$ cat src/rtl/branch_compare_unit.sv
`default_nettype none
// ============================================================================
// Module : branch_compare_unit
// Desc   : Chunk-serial RISC-V branch condition evaluator, valid/ready on both sides.
// Rev    : 1.0
// ============================================================================
module branch_compare_unit #(
  parameter int WIDTH = 32,
  parameter int CHUNK = 8
) (
  input  logic             clk_i,
  input  logic             rst_i,
  input  logic             valid_i,
  output logic             ready_o,
  input  logic [WIDTH-1:0] a_i,
  input  logic [WIDTH-1:0] b_i,
  input  logic [2:0]       op_i,
  input  logic             flush_i,
  output logic             valid_o,
  input  logic             ready_i,
  output logic             r_o,
  output logic             illegal_o
);

  localparam int NBEATS = WIDTH / CHUNK;
  localparam int CNT_W  = (NBEATS > 1) ? $clog2(NBEATS) : 1;
  localparam logic [CNT_W-1:0] C_LAST_BEAT = CNT_W'(NBEATS - 1);

  localparam logic [2:0] C_OP_BEQ  = 3'b000;
  localparam logic [2:0] C_OP_BNE  = 3'b001;
  localparam logic [2:0] C_OP_BLT  = 3'b100;
  localparam logic [2:0] C_OP_BGE  = 3'b101;
  localparam logic [2:0] C_OP_BLTU = 3'b110;
  localparam logic [2:0] C_OP_BGEU = 3'b111;

  typedef enum logic [1:0] {
    S_IDLE = 2'd0,
    S_BUSY = 2'd1,
    S_DONE = 2'd2
  } state_t;

  state_t           state_q, state_d;
  logic [WIDTH-1:0] a_q, a_d;
  logic [WIDTH-1:0] b_q, b_d;
  logic [2:0]       op_q, op_d;
  logic             a_sign_q, a_sign_d;
  logic             b_sign_q, b_sign_d;
  logic             borrow_q, borrow_d;
  logic             neq_q, neq_d;
  logic [CNT_W-1:0] cnt_q, cnt_d;
  logic             valid_q, valid_d;
  logic             r_q, r_d;
  logic             illegal_q, illegal_d;

  logic [WIDTH-1:0] w_a_shift;
  logic [WIDTH-1:0] w_b_shift;
  logic [CHUNK-1:0] w_a_k;
  logic [CHUNK-1:0] w_b_k;
  logic             w_borrow_n;
  logic             w_neq_n;
  logic             w_eq;
  logic             w_lt;
  logic             w_taken;
  logic             w_illegal;

  // Operands are shifted right one chunk per beat so the active chunk is always the low slice.
  generate
    if (NBEATS > 1) begin : g_shift_multi
      assign w_a_shift = {{CHUNK{1'b0}}, a_q[WIDTH-1:CHUNK]};
      assign w_b_shift = {{CHUNK{1'b0}}, b_q[WIDTH-1:CHUNK]};
    end else begin : g_shift_single
      assign w_a_shift = a_q;
      assign w_b_shift = b_q;
    end
  endgenerate

  assign w_a_k = a_q[CHUNK-1:0];
  assign w_b_k = b_q[CHUNK-1:0];

  // Borrow-out of (a_k - b_k - borrow_in), expressed without the unused difference bits.
  assign w_borrow_n = (w_a_k < w_b_k) | ((w_a_k == w_b_k) & borrow_q);
  assign w_neq_n    = neq_q | (w_a_k != w_b_k);
  assign w_eq       = ~w_neq_n;
  assign w_lt       = (a_sign_q ^ b_sign_q) ? a_sign_q : w_borrow_n;

  always_comb begin
    w_taken   = 1'b0;
    w_illegal = 1'b0;
    case (op_q)
      C_OP_BEQ:  w_taken = w_eq;
      C_OP_BNE:  w_taken = ~w_eq;
      C_OP_BLT:  w_taken = w_lt;
      C_OP_BGE:  w_taken = ~w_lt;
      C_OP_BLTU: w_taken = w_borrow_n;
      C_OP_BGEU: w_taken = ~w_borrow_n;
      default:   w_illegal = 1'b1;
    endcase
  end

  assign ready_o   = (state_q == S_IDLE) & ~flush_i;
  assign valid_o   = valid_q;
  assign r_o       = r_q;
  assign illegal_o = illegal_q;

  always_comb begin
    state_d   = state_q;
    a_d       = a_q;
    b_d       = b_q;
    op_d      = op_q;
    a_sign_d  = a_sign_q;
    b_sign_d  = b_sign_q;
    borrow_d  = borrow_q;
    neq_d     = neq_q;
    cnt_d     = cnt_q;
    valid_d   = valid_q;
    r_d       = r_q;
    illegal_d = illegal_q;

    if (flush_i) begin
      state_d = S_IDLE;
      valid_d = 1'b0;
    end else begin
      case (state_q)
        S_IDLE: begin
          if (valid_i) begin
            a_d      = a_i;
            b_d      = b_i;
            op_d     = op_i;
            a_sign_d = a_i[WIDTH-1];
            b_sign_d = b_i[WIDTH-1];
            borrow_d = 1'b0;
            neq_d    = 1'b0;
            cnt_d    = '0;
            state_d  = S_BUSY;
          end
        end
        S_BUSY: begin
          a_d      = w_a_shift;
          b_d      = w_b_shift;
          borrow_d = w_borrow_n;
          neq_d    = w_neq_n;
          cnt_d    = cnt_q + CNT_W'(1);
          if (cnt_q == C_LAST_BEAT) begin
            state_d   = S_DONE;
            valid_d   = 1'b1;
            r_d       = w_taken & ~w_illegal;
            illegal_d = w_illegal;
          end
        end
        S_DONE: begin
          if (ready_i) begin
            state_d = S_IDLE;
            valid_d = 1'b0;
          end
        end
        default: begin
          state_d = S_IDLE;
          valid_d = 1'b0;
        end
      endcase
    end
  end

  always_ff @(posedge clk_i or posedge rst_i) begin
    if (rst_i) begin
      state_q   <= S_IDLE;
      a_q       <= '0;
      b_q       <= '0;
      op_q      <= '0;
      a_sign_q  <= 1'b0;
      b_sign_q  <= 1'b0;
      borrow_q  <= 1'b0;
      neq_q     <= 1'b0;
      cnt_q     <= '0;
      valid_q   <= 1'b0;
      r_q       <= 1'b0;
      illegal_q <= 1'b0;
    end else begin
      state_q   <= state_d;
      a_q       <= a_d;
      b_q       <= b_d;
      op_q      <= op_d;
      a_sign_q  <= a_sign_d;
      b_sign_q  <= b_sign_d;
      borrow_q  <= borrow_d;
      neq_q     <= neq_d;
      cnt_q     <= cnt_d;
      valid_q   <= valid_d;
      r_q       <= r_d;
      illegal_q <= illegal_d;
    end
  end

endmodule
`default_nettype wire

$ cat config.mk
export PLATFORM = sky130hd
export DESIGN_NAME = branch_compare_unit
export DESIGN_NICKNAME = d
export VERILOG_FILES = /design/src/rtl/branch_compare_unit.sv
export SDC_FILE = /design/constraint.sdc
export NUM_CORES = 1
export LEC_CHECK = 0
export BUFFER_PORTS_ARGS = -buffer_cell sky130_fd_sc_hd__buf_2
export CORE_MARGIN = 3
export CORE_UTILIZATION = 40
export DETAILED_ROUTE_END_ITERATION = 6
export PLACE_DENSITY = 0.67
export SYNTH_ARGS = -nofsm -noshare
export SYNTH_HDL_FRONTEND = slang
export SYNTH_SLANG_ARGS = --single-unit
$ cat constraint.sdc
create_clock -name clk_i -period 4.2 [get_ports clk_i]
set_input_delay 0 -clock clk_i [delete_from_list [all_inputs] [get_ports clk_i]]
set_output_delay 0 -clock clk_i [all_outputs]
set_load 0.005 [all_outputs]
==> results by group <==
Floorplan
  – Die H: 103 microns
  – Core area: 8930 sq um
  – Num rows: 34
  – Starting Density: 42.2%
  – Die width: 103 microns
  – Die ar.: 10600 sq um
  – # IOs: 76

Global route
  – Vias in the first global route: 3178
  – Initial antenna violation count: 0
  – GRT Util Overall: 18.7%
  – Total grt overflow: 0
  – Global-route wire length before repair: 15.3 mm
  – Largest net degree at the start of global routing: 100

Timing
  – Slew Limit Fails: 0
  – Setup TNS: 0 ns
  – Clock Skew: 0.0118 ns
  – PnR worst setup slack: 1.94 ns
  – Fin crit period: 2.26 ns
  – Fmax: 0.443 GHz
  – RSZ-0062 raised after global routing: no
  – Slew headroom: 30.8%
  – Hold WS: 0.374 ns
  – Slew @ Worst Pin: 1.04 ns
  – Final hold violations: 0
  – Tcrit/Tclk final: 53.8%
  – # setup viols final: 0

Flow run
  – Max_cap viols: 0

Final layout
  – Area Growth Syn to Fin: 36.3%
  – Share of layout cells above drive strength 1: 19.5%
  – Commonest cells after routing, fill and taps aside: nand2_1 (96), dfrtp_1 (78), buf_2 (75)
  – Layout Cells excl Fill: 631
  – FILL cells: 799
  – Commonest non-fill, non-tap cell in the layout: nand2_1
  – Diodes inserted: 0
  – Layout Nets: 599

Synthesis
  – Synthesized Nets: 461
  – Number of synthesized flops with an enable pin: 0
  – Seq/Total Area, Yosys: 51.8%
  – Synth Cell Area: 3770 sq um
  – Async SR Flop Fraction: 100%
  – Cell variety after synth: 37
  – Cells after synthesis: 380
  – Mapped Avg Cell Area: 9.92 sq um
  – Main synth FF type: dfrtp_1
  – Ys Warns: 0
  – Flops & latches, synth: 78

Setup path
  – CP peak stage delay: 0.65 ns
  – Crit path launch type: flip-flop
  – CP required: 4.48 ns
  – Worst path cell trace: nor2b_4 -> buf_4 -> nand2_1 -> a21oi_1 -> dlygate4sd3_1
  – WS Path Type: reg2reg
  – Crit path arrival time: 2.54 ns
  – Critical path's slowest cell: buf_4
  – Crit. End Element: flip-flop
  – CP Max Fanout: 50
  – Worst Reg-to-Reg Cells: 5

Drt
  – Top sig layer: met4
  – DRT iter0 DRCs: 190
  – Total Wirelength: 9.18 mm
  – Met1 Wirelength: 4.03 mm
  – Number of vias per cell: 4.94
  – Drt wl/cell: 14.5 microns
  – Metal2 WL: 4.56 mm
  – DRC: 0
  – DR vias: 3116
  – Antenna Nets Post-Route: 0
  – Met3 wire length: 356 microns
  – DRT Pass-1 Iters: 4

Power and ir drop
  – Leak pwr: 2.49 nW
  – P per Cell Area: 443 nW/um^2
  – Max IR drop VDD: 0.000196 V

Clock tree
  – Sink Count: 78
  – TritonCTS clock tree: yes
  – Clock-pin slew on the worst setup and hold paths: 0.08 ns
  – Post-CTS Setup Bufs: 0
  – Root Driver: clkbuf_8
  – Worst-Skew Late Latency: 0.35 ns
  – H-tree level count: 3
  – Bufs on Longest Clock Path: 2
  – Cts bufs inserted: 9

Min path
  – Worst hold path type: in2reg
  – Hold path cells: 4

Place
  – Cells after DPL: 543
  – PortBufs: 75
  – Gpl congestion: 0.796
  – Final HPWL DP: 5.69 mm
  – DP Worst Slack: 2.07 ns

Status
  – Outcome: completed
-- cell families after synthesis --
group           after synthesis  synth area share (%)
mux                          52                  13.9
flops                        78                  51.8
xor+xnor                      2                 0.465
buf+inv                      35                  4.61
simple gates                136                  16.2
compound gates               68                  9.99
fa+ha+maj                     9                  2.99
-- cells in the mapped netlist (2+ instances only) --
cell type | number | area share, %
nand2_1 | 96 | 9.6
a22o_1 | 2 | 0.46
clkbuf_2 | 4 | 0.53
nor3_1 | 4 | 0.53
ha_1 | 9 | 3.0
nor2_1 | 3 | 0.30
o21ai_1 | 6 | 0.80
nand4_1 | 2 | 0.33
clkbuf_1 | 3 | 0.30
nand3_1 | 18 | 2.4
o21ai_0 | 47 | 6.2
buf_6 | 3 | 0.90
a21oi_1 | 4 | 0.53
nor2b_1 | 3 | 0.50
dfrtp_1 | 78 | 52
o2111ai_1 | 2 | 0.46
xor2_1 | 2 | 0.46
mux2i_1 | 49 | 13
nand2b_1 | 2 | 0.33
inv_1 | 12 | 1.2
o211ai_1 | 2 | 0.40
mux2_2 | 3 | 0.90
buf_2 | 12 | 1.6
-- metal layers --
layer / track usage, % / up-vias
li1: - / 1582
met1: 24.3 / 1445
met2: 31.2 / 68
met3: 2.91 / 21
met4: 7.87 / 0
met5: 0 / -
-- worst paths after layout --
check | start | slack [ns] | to
min | op_i[1] | 0.37 | op_q[1]$_DFFE_PP0P_
min reg2reg | a_q[11]$_DFFE_PP0P_ | 0.48 | a_q[11]$_DFFE_PP0P_
max | state_q[0]$_DFFE_PP0P_ | 1.94 | state_q[1]$_DFFE_PP0P_
max in group asynchronous | rst_i | 3.08 | a_q[6]$_DFFE_PP0P_
max reg2reg | state_q[0]$_DFFE_PP0P_ | 1.94 | state_q[1]$_DFFE_PP0P_
min in group asynchronous | rst_i | 0.48 | b_q[30]$_DFFE_PP0P_
-- layout make-up --
type | instances | area (sq um) | share of cell area, %
multi-input cells | 267 | 1650 | 32.1
clock buffers | 11 | 151 | 2.95
repair buffers | 150 | 1120 | 21.8
flip-flops and latches | 78 | 1950 | 38.0
well taps | 108 | 135 | 2.63
clock inverters | 5 | 81.3 | 1.58
inverters | 12 | 46.3 | 0.902
-- critical path: cells and delay by family (launching register included) --
family	cells	cell delay (ns)
compound gates	1	0.16
buf+inv	2	1.20
flops	1	0.48
simple gates	2	0.36
-- power by group --
part	internal, W	switching, W	leakage [nW]
Combinational	0.000280	0.000303	1.39
Clock	0.000367	0.000271	0.116
Sequential	0.000937	0.000117	0.985
Total	0.00158	0.000692	2.49
-- state kept, by name (all words and copies together) (netlist names), 2 cells and up --
name,count
state_q,2
cnt_q,2
op_q,3
b_q,32
a_q,32
-- through the flow --
step                cell area [sq um]  util, %  total power (W)
floorplan                        3770        -          0.00144
global placement                 4180     46.8          0.00157
detailed placement               4180     46.8          0.00160
CTS                              5130     57.5          0.00229
global route                     5130     57.5          0.00244
finish                           5130     57.5          0.00228
-- what timing repair did --
item                      in CTS  in global routing
hold endpoints to repair     150                  0
hold buffers                  72                  0
resized for setup              0                  0
(Power assumes the default switching activity.)
